==> config.mk <==
export PLATFORM = sky130hd
export DESIGN_NAME = cassette_status_overlay
export DESIGN_NICKNAME = d
export VERILOG_FILES = /design/src/rtl/cassette_status_overlay.sv
export SDC_FILE = /design/constraint.sdc
export NUM_CORES = 1
export LEC_CHECK = 0
export ABC_CLOCK_PERIOD_IN_PS = 4400
export BUFFER_PORTS_ARGS = -buffer_cell sky130_fd_sc_hd__buf_2
export CORE_MARGIN = 2
export CORE_UTILIZATION = 57
export CTS_BUF_LIST = sky130_fd_sc_hd__clkbuf_16
export CTS_CLUSTER_DIAMETER = 30
export CTS_CLUSTER_SIZE = 10
export DETAILED_ROUTE_END_ITERATION = 8
export PLACE_DENSITY = 0.82
export SYNTH_ARGS = -nofsm -noshare
export SYNTH_HDL_FRONTEND = slang
export SYNTH_SLANG_ARGS = --single-unit
==> constraint.sdc <==
create_clock -name pclk -period 4.4 [get_ports pclk]
set_input_delay 0 -clock pclk [delete_from_list [all_inputs] [get_ports pclk]]
set_output_delay 0 -clock pclk [all_outputs]
set_load 0.02 [all_outputs]
==> src/rtl/cassette_status_overlay.sv <==
// Cassette status overlay: draws a bordered status box with a tape progress bar and a
// blinking PLAY lamp on top of the VGA pixel stream. Two register stages; every output
// is the input two pclk earlier, mixed.
module cassette_status_overlay #(
    parameter int unsigned BOX_X        = 16,
    parameter int unsigned BOX_Y        = 360,
    parameter int unsigned BOX_W        = 288,
    parameter int unsigned BOX_H        = 32,
    parameter int unsigned BLINK_FRAMES = 30
) (
    input  logic       pclk,
    input  logic       reset,
    input  logic       ovl_en,
    input  logic [7:0] progress,
    input  logic       playing,
    input  logic [9:0] hcount,
    input  logic [9:0] vcount,
    input  logic [7:0] r_in,
    input  logic [7:0] g_in,
    input  logic [7:0] b_in,
    input  logic       hs_in,
    input  logic       vs_in,
    input  logic       hb_in,
    input  logic       vb_in,
    input  logic       de_in,
    output logic [7:0] r,
    output logic [7:0] g,
    output logic [7:0] b,
    output logic       hs,
    output logic       vs,
    output logic       hb,
    output logic       vb,
    output logic       de
);

    localparam int unsigned FcntW = (BLINK_FRAMES > 1) ? $clog2(BLINK_FRAMES) : 1;

    // Frame-latched control state
    logic             vb_prev;
    logic             en_s;
    logic [7:0]       progress_s;
    logic             playing_s;
    logic [FcntW-1:0] fcnt;
    logic             blink;
    logic             vb_rise;

    assign vb_rise = vb_in & ~vb_prev;

    // Shadow registers and blink counter update only on the vblank rising edge
    always_ff @(posedge pclk or posedge reset) begin
        if (reset) begin
            vb_prev    <= 1'b0;
            en_s       <= 1'b0;
            progress_s <= 8'd0;
            playing_s  <= 1'b0;
            fcnt       <= '0;
            blink      <= 1'b0;
        end else begin
            vb_prev <= vb_in;
            if (vb_rise) begin
                en_s       <= ovl_en;
                progress_s <= progress;
                playing_s  <= playing;
                if (fcnt == FcntW'(BLINK_FRAMES - 1)) begin
                    fcnt  <= '0;
                    blink <= ~blink;
                end else begin
                    fcnt <= fcnt + FcntW'(1);
                end
            end
        end
    end

    // Stage-1 geometry, 11-bit so BOX_X+BOX_W cannot wrap
    logic [10:0] h11, v11, rx, ry;
    logic [7:0]  bx;
    logic        inbox_c, border_c, row_c, bar_c, lamp_c, fill_c;

    // Box-relative coordinates and region flags for the incoming pixel
    always_comb begin
        h11      = {1'b0, hcount};
        v11      = {1'b0, vcount};
        rx       = h11 - 11'(BOX_X);
        ry       = v11 - 11'(BOX_Y);
        inbox_c  = (h11 >= 11'(BOX_X)) && (h11 < 11'(BOX_X + BOX_W)) &&
                   (v11 >= 11'(BOX_Y)) && (v11 < 11'(BOX_Y + BOX_H));
        border_c = inbox_c && ((rx == 11'd0) || (rx == 11'(BOX_W - 1)) ||
                               (ry == 11'd0) || (ry == 11'(BOX_H - 1)));
        row_c    = (ry >= 11'd12) && (ry < 11'd20);
        bar_c    = inbox_c && row_c && (rx >= 11'd16) && (rx < 11'd272);
        lamp_c   = inbox_c && row_c && (rx >= 11'd276) && (rx < 11'd284);
        // Low byte suffices: rx-16 lies in 0..255 whenever bar_c is set
        bx       = rx[7:0] - 8'd16;
        fill_c   = bar_c && (bx < progress_s);
    end

    // Stage-1 registers
    logic [7:0] r1, g1, b1;
    logic       hs1, vs1, hb1, vb1, de1;
    logic       inbox1, border1, bar1, lamp1, fill1, en1, red1;

    // Delay the source stream alongside the geometry flags and a control snapshot
    always_ff @(posedge pclk or posedge reset) begin
        if (reset) begin
            r1      <= 8'd0;
            g1      <= 8'd0;
            b1      <= 8'd0;
            hs1     <= 1'b0;
            vs1     <= 1'b0;
            hb1     <= 1'b0;
            vb1     <= 1'b0;
            de1     <= 1'b0;
            inbox1  <= 1'b0;
            border1 <= 1'b0;
            bar1    <= 1'b0;
            lamp1   <= 1'b0;
            fill1   <= 1'b0;
            en1     <= 1'b0;
            red1    <= 1'b0;
        end else begin
            r1      <= r_in;
            g1      <= g_in;
            b1      <= b_in;
            hs1     <= hs_in;
            vs1     <= vs_in;
            hb1     <= hb_in;
            vb1     <= vb_in;
            de1     <= de_in;
            inbox1  <= inbox_c;
            border1 <= border_c;
            bar1    <= bar_c;
            lamp1   <= lamp_c;
            fill1   <= fill_c;
            en1     <= en_s;
            red1    <= playing_s & blink;
        end
    end

    logic [23:0] mix;

    // Stage-2 colour priority select
    always_comb begin
        mix = {r1, g1, b1};
        if (!de1) begin
            mix = 24'h000000;
        end else if (!en1 || !inbox1) begin
            mix = {r1, g1, b1};
        end else if (border1) begin
            mix = 24'hFFFFFF;
        end else if (lamp1 && red1) begin
            mix = 24'hFF0000;
        end else if (fill1) begin
            mix = 24'h00FF00;
        end else if (bar1) begin
            mix = 24'h202020;
        end else begin
            mix = {1'b0, r1[7:1], 1'b0, g1[7:1], 1'b0, b1[7:1]};
        end
    end

    // Output registers
    always_ff @(posedge pclk or posedge reset) begin
        if (reset) begin
            r  <= 8'd0;
            g  <= 8'd0;
            b  <= 8'd0;
            hs <= 1'b1;
            vs <= 1'b0;
            hb <= 1'b1;
            vb <= 1'b1;
            de <= 1'b0;
        end else begin
            {r, g, b} <= mix;
            hs <= hs1;
            vs <= vs1;
            hb <= hb1;
            vb <= vb1;
            de <= de1;
        end
    end

endmodule
After elaboration in Yosys (flattened, before gate mapping):

Cells that the tools add are included.
Widths: inputs -> output; s select.

* register bits after elaboration: 81
* input bits: 61
* output and inout bits: 29
* word-level logic and storage cells: 78

* eq/ne operators: 3
* add/subtract/negate cells: 4
* bitwise operators: 4
* magnitude comparators: 11
* muxes and demuxes: 7
* reduce and logical (&&, ||, !) cells: 21

Operators by type and width (number)
* $mux 24: 4
* $mux 23: 2
* $logic_not 11->1: 2
* $lt 11x9->1 const B: 2
* $lt 10x9->1 const B: 2
* $logic_and 1x1->1: 12
* $eq 11x5->1 const B: 1
* $eq 11x9->1 const B: 1
* $ge 11x4->1 const B: 1
* $ge 11x5->1 const B: 1
* $ge 11x9->1 const B: 1
* $lt 11x5->1 const B: 1
* $sub 10x5->11 const B: 1
* $sub 10x9->11 const B: 1
* $ge 10x5->1 const B: 1
* $ge 10x9->1 const B: 1
* $lt 8x8->1: 1
* $sub 8x5->8 const B: 1
* $add 5x1->5 const B: 1
* $eq 5x5->1 const B: 1
* $mux 5: 1
* $logic_or 1x1->1: 4
* $and 1x1->1: 2
* $logic_not 1->1: 2
* 2 further kinds: 3

Depth between registers and ports, before layout:

Gate-level depths: netlist of run 1.

* depth after elaboration: 8
* depth in mapped cells: 10
* depth with buffers taken out: 10

Worst setup path after synthesis of run 1:

No wires, ideal clock.

* path kind: input-to-reg
* start: input port vcount[3]
* end: register fill1
* data required time: 4320 ps
* path buffers: 1
* arrival time: 1896 ps
* library setup time: 80 ps
* stages: 8
* slack: 2423 ps
* path through: buf_4 inv_1 ha_1 nand3b_1 or4_1 a31o_1 or4_4 nor3_2

* word-level cells in the longest chain between the ends: 7
* elaborated cells on any way between the ends: 12
* classes of those cells: add/sub (1); order compare (4); reduce/logical (7)

RTL lines
* from (decl): line 17 `input logic [9:0] vcount,`
* $sub 10x9->11 / $ge 10x9->1 (equally long branches): line 84, 86
* $ge 11x4->1 (tied with other cells): line 89 `row_c = (ry >= 11'd12) && (ry < 11'd20);`
* $logic_and 1x1->1, on equally long branches: line 89, 86
* $logic_and 1x1->1 * (3 in a row): line 90 `bar_c = inbox_c && row_c && (rx >= 11'd16) && (rx < 11'd272);`
* $logic_and 1x1->1 *: line 94 `fill_c = bar_c && (bx < progress_s);`
* net fill_c: line 77 `logic inbox_c, border_c, row_c, bar_c, lamp_c, fill_c;`
* to (signal assigned): line 133 `fill1 <= fill_c;`
* to (decl): line 100 `logic inbox1, border1, bar1, lamp1, fill1, en1, red1;`

The timed path passes the listed nets; every way through them passes the cells marked *.
A chain may end at the register's enable or synchronous reset.

Final worst setup path of run 1:

* start: register en1
* end: register b[3]

* word-level cells in the longest chain between the ends: 4

RTL lines
* from (decl): line 100
* from (signal assigned): line 134 `en1 <= en_s;`
* $logic_not 1->1: line 146 `end else if (!en1 || !inbox1) begin`
* $logic_or 1x1->1: line 146
* $mux 24: line 146
* $mux 24: line 144 `if (!de1) begin`
* net mix[3]: line 139 `logic [23:0] mix;`
* to (signal assigned): line 173 `{r, g, b} <= mix;`
* to (decl): line 28 `output logic [7:0] b,`

The timed path passes the listed nets, and every way through them passes these cells.

==> results of run 1 <==
[registers in the layout, summed over array words and instances, names as in the netlist, 5 cells and up]
name,flops
r1,8
b1,8
b,8
g1,8
g,8
fcnt,5
r,8
progress_s,8
[placed cells by master, fill, tap and decap left out, types with 2 or more instances in the layout]
| cell | count |
|---|---|
| buf_2 | 89 |
| dfrtp_1 | 78 |
| dlygate4sd3_1 | 39 |
| nand2_1 | 30 |
| ha_1 | 20 |
| nor2_1 | 18 |
| o21ai_0 | 17 |
| inv_1 | 16 |
| a21oi_1 | 15 |
| nor3_1 | 12 |
| clkbuf_16 | 9 |
| nor2b_1 | 8 |
| o21ai_1 | 8 |
| a21boi_1 | 8 |
| a22oi_1 | 6 |
| a221oi_1 | 6 |
| xnor2_1 | 5 |
| nand2b_1 | 4 |
| a21o_1 | 4 |
| nand4_1 | 4 |
| a31oi_1 | 4 |
| and2_1 | 3 |
| nand3_1 | 3 |
| xor2_1 | 3 |
| clkinv_2 | 3 |
| dfstp_2 | 3 |
| or3_1 | 2 |
| o31ai_1 | 2 |
| nor4_1 | 2 |
| o211ai_1 | 2 |
| o41ai_1 | 2 |
| or4_4 | 2 |
| nand4b_1 | 2 |
| nor4b_1 | 2 |
| nor3b_1 | 2 |
| buf_4 | 2 |
[power by group through the flow]
stage	clock network (mW)	registers, mW	logic [mW]
detailed placement	0	0.857	0.239
global placement	0	0.855	0.227
CTS	0.717	0.846	0.270
global route	0.754	0.855	0.305
finish	0.709	0.847	0.274
floorplan	0	0.866	0.138
[routing by layer]
layer / wire [um] / share of wire, %
met1: 3348 / 39
met2: 4539 / 53
met3: 504 / 5.9
met4: 201 / 2.3
met5: 0 / 0
[through the flow]
stage	power (mW)	worst slack, ps	utilization, %
after global routing	1.914	2106	79.38
after detailed placement	1.096	2174	68.17
after global placement	1.081	2286	68.17
after floorplan	1.005	2325	-
after CTS	1.832	2376	79.38
final	1.831	2297	79.38
[kinds of logic (layout without fill, tap and decap cells)]
logic type      Yosys count  count (layout)  synth area share (%)
compound gates           87              87                 16.61
buf+inv                  27             162                 3.127
mux                       1               1                0.2780
flops                    81              81                 56.39
fa+ha+maj                20              20                 6.949
xor+xnor                  8               8                 1.946
simple gates            101             101                 14.70
[worst max-delay path by stage]
| stage | to | startpoint | depth (start not counted) |
|---|---|---|---|
| finish | b[3] | en1 | 4 |
| floorplan | b1[0] | reset | 1 |
| detailed placement | fill1 | hcount[4] | 11 |
| CTS | b[3] | en1 | 4 |
| global route | b[6] | inbox1 | 4 |
| global placement | fill1 | vcount[3] | 8 |
[critical path: stages (launching register included)]
cell and delay, ps:
dfrtp_1 370, nand2_1 370, nor4_1 930, a221oi_1 170
nor2b_1 170
[cell type report]
cell class	count	area share [%]
inverter	17	1.360
clock buffer	9	4.708
clock inverter	6	1.256
sequential	81	42.45
multi-input combinational	217	30.47
tap	75	1.962
timing repair buffer	130	17.79
[timing repair]
| action | 4_1_cts | 5_1_grt |
|---|---|---|
| endpoints found under the hold margin | 39 | 0 |
| hold buffers | 39 | 0 |
| buffers inserted | 0 | 0 |
==> metrics.cfg, run 1 <==
[power_and_ir_drop]
seqPwrFrac_pct=46.3
p_int_mw=1.365
worst_ir_drop_vdd_uv=369.8
p_comb_share_pct=15.0
power_leakage_nw=2.310
clock_power_share_pct=38.7
p_sw_share_pct=25.43
switchingPower_uw=465.7
p_per_area_nw_per_um2=382.8

[timing]
slew_headroom_pct=34.76
layout_min_cycle_time_ps=2103
fin_skew_ps=6.955
maxSlewViolCount=0
tightest_slew_ps=969.6
fin_crit_sh_pct=47.79
max_freq_ghz=0.4756
grt_setup_unrepaired=no
setup_viol=0
setup_tns_ps=0
holdWs_ps=-37.32
finalHoldViolCount=66

[logic_synthesis]
avgSynthCellArea_sq_um=11.08
synth_common_cells=dfrtp_1, nand2_1, ha_1, nor2_1
syn_area_sq_um=3601
ys_seq_elements=81
synth_nets=406
synth_ff_type=dfrtp_1
synth_seq_area_share_pct=56.39
async_flop_share_pct=100.0
synth_top_area_share_pct=54.20
ys_warn_count=0
yosys.cell_count.top_type=dfrtp_1
yosysUniqueCellTypes=56
yosysTopAreaCell=dfrtp_1
synthesis.instances=325
yosys-top-cells-area=dfrtp_1, ha_1, nand2_1
synth_edf_count=0

[global_route]
grt_max_degree=82
first_global_vias=3037
grt_util_all_layers_pct=26.05
antenna_found_initial=0
grt_first_pass_wirelength_mm=14.39
gr-max-usage-layer=met2
grt_use_met2_pct=46.26
grt-ovfl-total=0
met1_usage_pct=30.03
met3_usage_pct=8.012

[place]
gp_congestion=0.8805
dpl_cell_area_sq_um=4108
dp_hpwl_mm=5.219
portBuffers=89
dp.cells=481

[detailed_routing]
detail_route.wl_per_cell_um=16.06
drc_errors=0
dr_total_vias=3006
wl_mm=8.594
drtPass1Iterations=5
drt_iter0_drc=212
ant_nets=0
viasPerCell=5.619

[finish]
nNetsFinal=537
seq_area_sq_um=2031
final_cells=535
fill_cells=356
fin_area_sq_um=4783
synthToLayoutAreaGrowth_pct=32.84
multi_input_area_sq_um=1458
drive_gt1_share_pct=25.87
diodes=0

[clocking]
numCtsBuffers=9
postCtsResizedCells=0
cts_tree=built
cts.clk_slew.worst_paths_ps=60
numClockSinks=81
max-clock-path-buffers=2
cts-root-buf=clkbuf_16
clock_latency_ps=330
htreeDepth=3

[die]
ioPinCount=90
dieArea_sq_um=6969
design.core.area_sq_um=6026
start_util_pct=59.76
rows=28
fp.dieH_um=83.48
fp.dieW_um=83.48

[outcome]
run_status=complete, but fails checks
failed_checks=hold timing

[worst_hold_path]
hp-class=input port to asynchronous set/reset pin

[critical_path]
rr_startpoint=en1
required_ps=4660
criticalPathCategory=flop to flop
crit_fanout=19
rrSetupSlack_ps=2300
worstRegToRegCells=4
arrival_ps=2360
crit_path_start_kind=flop
r2r-end=b[3]
worstSetupEndpointType=flop

[flow_run]
drv_cap=0

No activity file was read; power rests on OpenSTA's default activity.
==> run 2: changes to the inputs <==
--- a/config.mk
+++ b/config.mk
@@ -5,15 +5,15 @@
 export SDC_FILE = /design/constraint.sdc
 export NUM_CORES = 1
 export LEC_CHECK = 0
-export ABC_CLOCK_PERIOD_IN_PS = 4400
+export ABC_CLOCK_PERIOD_IN_PS = 1900
 export BUFFER_PORTS_ARGS = -buffer_cell sky130_fd_sc_hd__buf_2
 export CORE_MARGIN = 2
-export CORE_UTILIZATION = 57
+export CORE_UTILIZATION = 48
 export CTS_BUF_LIST = sky130_fd_sc_hd__clkbuf_16
 export CTS_CLUSTER_DIAMETER = 30
 export CTS_CLUSTER_SIZE = 10
 export DETAILED_ROUTE_END_ITERATION = 8
-export PLACE_DENSITY = 0.82
+export PLACE_DENSITY = 0.73
 export SYNTH_ARGS = -nofsm -noshare
 export SYNTH_HDL_FRONTEND = slang
 export SYNTH_SLANG_ARGS = --single-unit
==> constraint.sdc (replaced) <==
create_clock -name pclk -period 1.9 [get_ports pclk]
set_input_delay 0 -clock pclk [delete_from_list [all_inputs] [get_ports pclk]]
set_output_delay 0 -clock pclk [all_outputs]
set_load 0.02 [all_outputs]
==> run 2 against run 1 <==
Compared with the run above: the flow now finishes without violations; combinational power grew 140%; non-clock buffer count increased by 19; worst setup slack got worse by 2100 ps; first-iteration DRC count down 43%; global-route usage decreased by 5.5 points; via count barely moved; clock power grew 130%; power increased by 130%; die area is 18% higher; critical endpoint is now fill1.
==> metrics.cfg, run 2 (same netlist as run 1, synthesis figures left out) <==
[outcome]
run_status=completed  ; was complete, but fails checks

[clocking]
max-clock-path-buffers=2  ; unchanged
post_cts_buffers=0  ; unchanged
numClockSinks=81  ; unchanged
clock_latency_ps=330  ; about the same
cts.clk_slew.worst_paths_ps=50  ; was 60 ps
cts_tree=built  ; unchanged
cts-root-buf=clkbuf_16  ; unchanged
numCtsBuffers=9  ; unchanged
htreeDepth=3  ; unchanged

[global_route]
met3_usage_pct=5.342  ; was 8.012%
grt_use_met2_pct=36.19  ; was 46.26%
first_global_vias=3082  ; was 3037
met1_usage_pct=24.29  ; was 30.03%
grt_util_all_layers_pct=20.51  ; was 26.05%
antenna_found_initial=0  ; unchanged
grt-ovfl-total=0  ; unchanged
grt_first_pass_wirelength_mm=13.48  ; was 14.39 mm
gr-max-usage-layer=met2  ; unchanged
grt_max_degree=57  ; was 82

[detailed_routing]
viasPerCell=5.188  ; was 5.619
detail_route.wl_per_cell_um=13.44  ; was 16.06 um
drtPass1Iterations=4  ; was 5
ant_nets=0  ; unchanged
wl_mm=7.780  ; was 8.594 mm
dr_total_vias=3004  ; was 3006
drt_iter0_drc=120  ; was 212
drc_errors=0  ; unchanged

[die]
rows=31  ; was 28
fp.dieW_um=90.62  ; was 83.48 um
design.core.area_sq_um=7253  ; was 6026 sq um
fp.dieH_um=90.62  ; was 83.48 um
ioPinCount=90  ; unchanged
dieArea_sq_um=8211  ; was 6969 sq um
start_util_pct=49.65  ; was 59.76%

[worst_hold_path]
hold_end=border1
hp-class=input port to flop  ; was input port to asynchronous set/reset pin
hold-path-cell-count=4
hp-start=hcount[8]

[timing]
setup_tns_ps=0  ; unchanged
layout_min_cycle_time_ps=1671
finalHoldViolCount=0  ; was 66
setup_viol=0  ; unchanged
maxSlewViolCount=0  ; unchanged
max_freq_ghz=0.5983
tightest_slew_ps=719.7  ; was 969.6 ps
grt_setup_unrepaired=no  ; unchanged
fin_skew_ps=7.307  ; was 6.955 ps
holdWs_ps=105.9  ; was -37.32 ps
slew_headroom_pct=51.65  ; was 34.76%
fin_crit_sh_pct=87.96

[power_and_ir_drop]
p_int_mw=3.191  ; was 1.365 mW
seqPwrFrac_pct=46.1  ; was 46.3%
power_leakage_nw=2.410  ; was 2.310 nW
clock_power_share_pct=38.6  ; was 38.7%
p_sw_share_pct=24.77  ; was 25.43%
worst_ir_drop_vdd_uv=541.7  ; was 369.8 uV
p_per_area_nw_per_um2=850.7  ; was 382.8 nW/um^2
p_comb_share_pct=15.3  ; was 15.0%
switchingPower_mw=1.051  ; was 465.7 uW

[finish]
fin_area_sq_um=4986  ; was 4783 sq um
drive_gt1_share_pct=28.96  ; was 25.87%
diodes=0  ; unchanged
fill_cells=559  ; was 356
synthToLayoutAreaGrowth_pct=38.46  ; was 32.84%
final_cell_mix=buf_2, dfrtp_1, dlygate4sd3_1, nand2_1  ; was buf_2, dfrtp_1, dlygate4sd3_1, nand2_1, ha_1
final_cells=579  ; was 535
nNetsFinal=556  ; was 537
fin_util_pct=68.74  ; was 79.38%
final_common_cell=buf_2  ; unchanged

[critical_path]
crit_path_start_kind=input port  ; was flop
rrSetupSlack_ps=260  ; was 2300 ps
criticalPathCategory=input port to flop  ; was flop to flop
crit_fanout=4  ; was 19
worstRegToRegCells=5  ; was 4
required_ps=2100  ; was 4660 ps
worstSetupEndpointType=flop  ; unchanged
rr_startpoint=en1  ; unchanged
arrival_ps=1870  ; was 2360 ps
r2r-end=r[6]  ; was b[3]

[place]
dp.cells=523  ; was 481
dpl_cell_area_sq_um=4290  ; was 4108 sq um
gp_congestion=0.8767  ; was 0.8805
dp_hpwl_mm=5.391  ; was 5.219 mm
portBuffers=89  ; unchanged

[flow_run]
drv_cap=0  ; unchanged

-- run 2: cell count changes in the layout (fill, tap and decap cells not counted) --
cell	previous run	this run
dlygate4sd3_1	39	40
buf_4	2	19
nor4_1	2	1
ha_2	0	1
clkinv_1	1	0
clkinv_2	3	2
clkinvlp_4	1	2
ha_1	20	19
buf_12	0	1
nor4_2	0	1
inv_1	16	18
-- run 2: layer usage --
metal | up-vias | share of wire (%)
met1 | 1444 | 42
met4 | 0 | 2.2
met3 | 18 | 4.4
met2 | 82 | 51
li1 | 1460 | -
met5 | - | 0
-- run 2: worst max path at each step --
stage | endpoint | depth (start not counted) | start
after global placement | fill1 | 8 | hcount[5]
after CTS | b[1] | 4 | lamp1
after detailed placement | fill1 | 11 | hcount[4]
final | fill1 | 11 | hcount[4]
after floorplan | fill1 | 8 | vcount[3]
after global routing | fill1 | 11 | hcount[5]
-- run 2: layout make-up --
type                    count  area, sq um  area share (%)
inverters                  17        67.56           1.355
clock inverters             7        63.81           1.280
clock buffers               9        225.2           4.517
flip-flops and latches     81         2031           40.73
well taps                  99        123.9           2.484
repair buffers            149         1008           20.23
multi-input cells         217         1466           29.41
-- run 2: repair_timing --
item,CTS,global route
hold endpoints to repair,61,0
resized for setup,0,1
endpoints found under the setup margin,0,3
hold buffers,40,0
-- run 2: metrics by stage --
step	setup slack [ps]	total power, mW
global route	37.34	4.460
finish	228.7	4.242
detailed placement	-105.9	2.573
floorplan	3.676	2.328
global placement	-14.69	2.542
CTS	140.0	4.280
-- run 2: power groups by stage --
stage / clock network (mW) / logic, mW / registers, mW
2_1_floorplan: 0 / 0.322 / 2.01
3_3_place_gp: 0 / 0.560 / 1.98
3_5_place_dp: 0 / 0.586 / 1.99
4_1_cts: 1.67 / 0.653 / 1.96
5_1_grt: 1.75 / 0.729 / 1.98
6_report: 1.64 / 0.649 / 1.96
-- run 2: critical path, stage by stage --
cell,delay [ps]
buf_2,120
inv_1,60
ha_1,220
xnor2_1,310
nand2_1,120
nor3_1,160
nor2_1,70
ha_1,300
nand4_1,100
o31ai_1,360
nor3_2,60
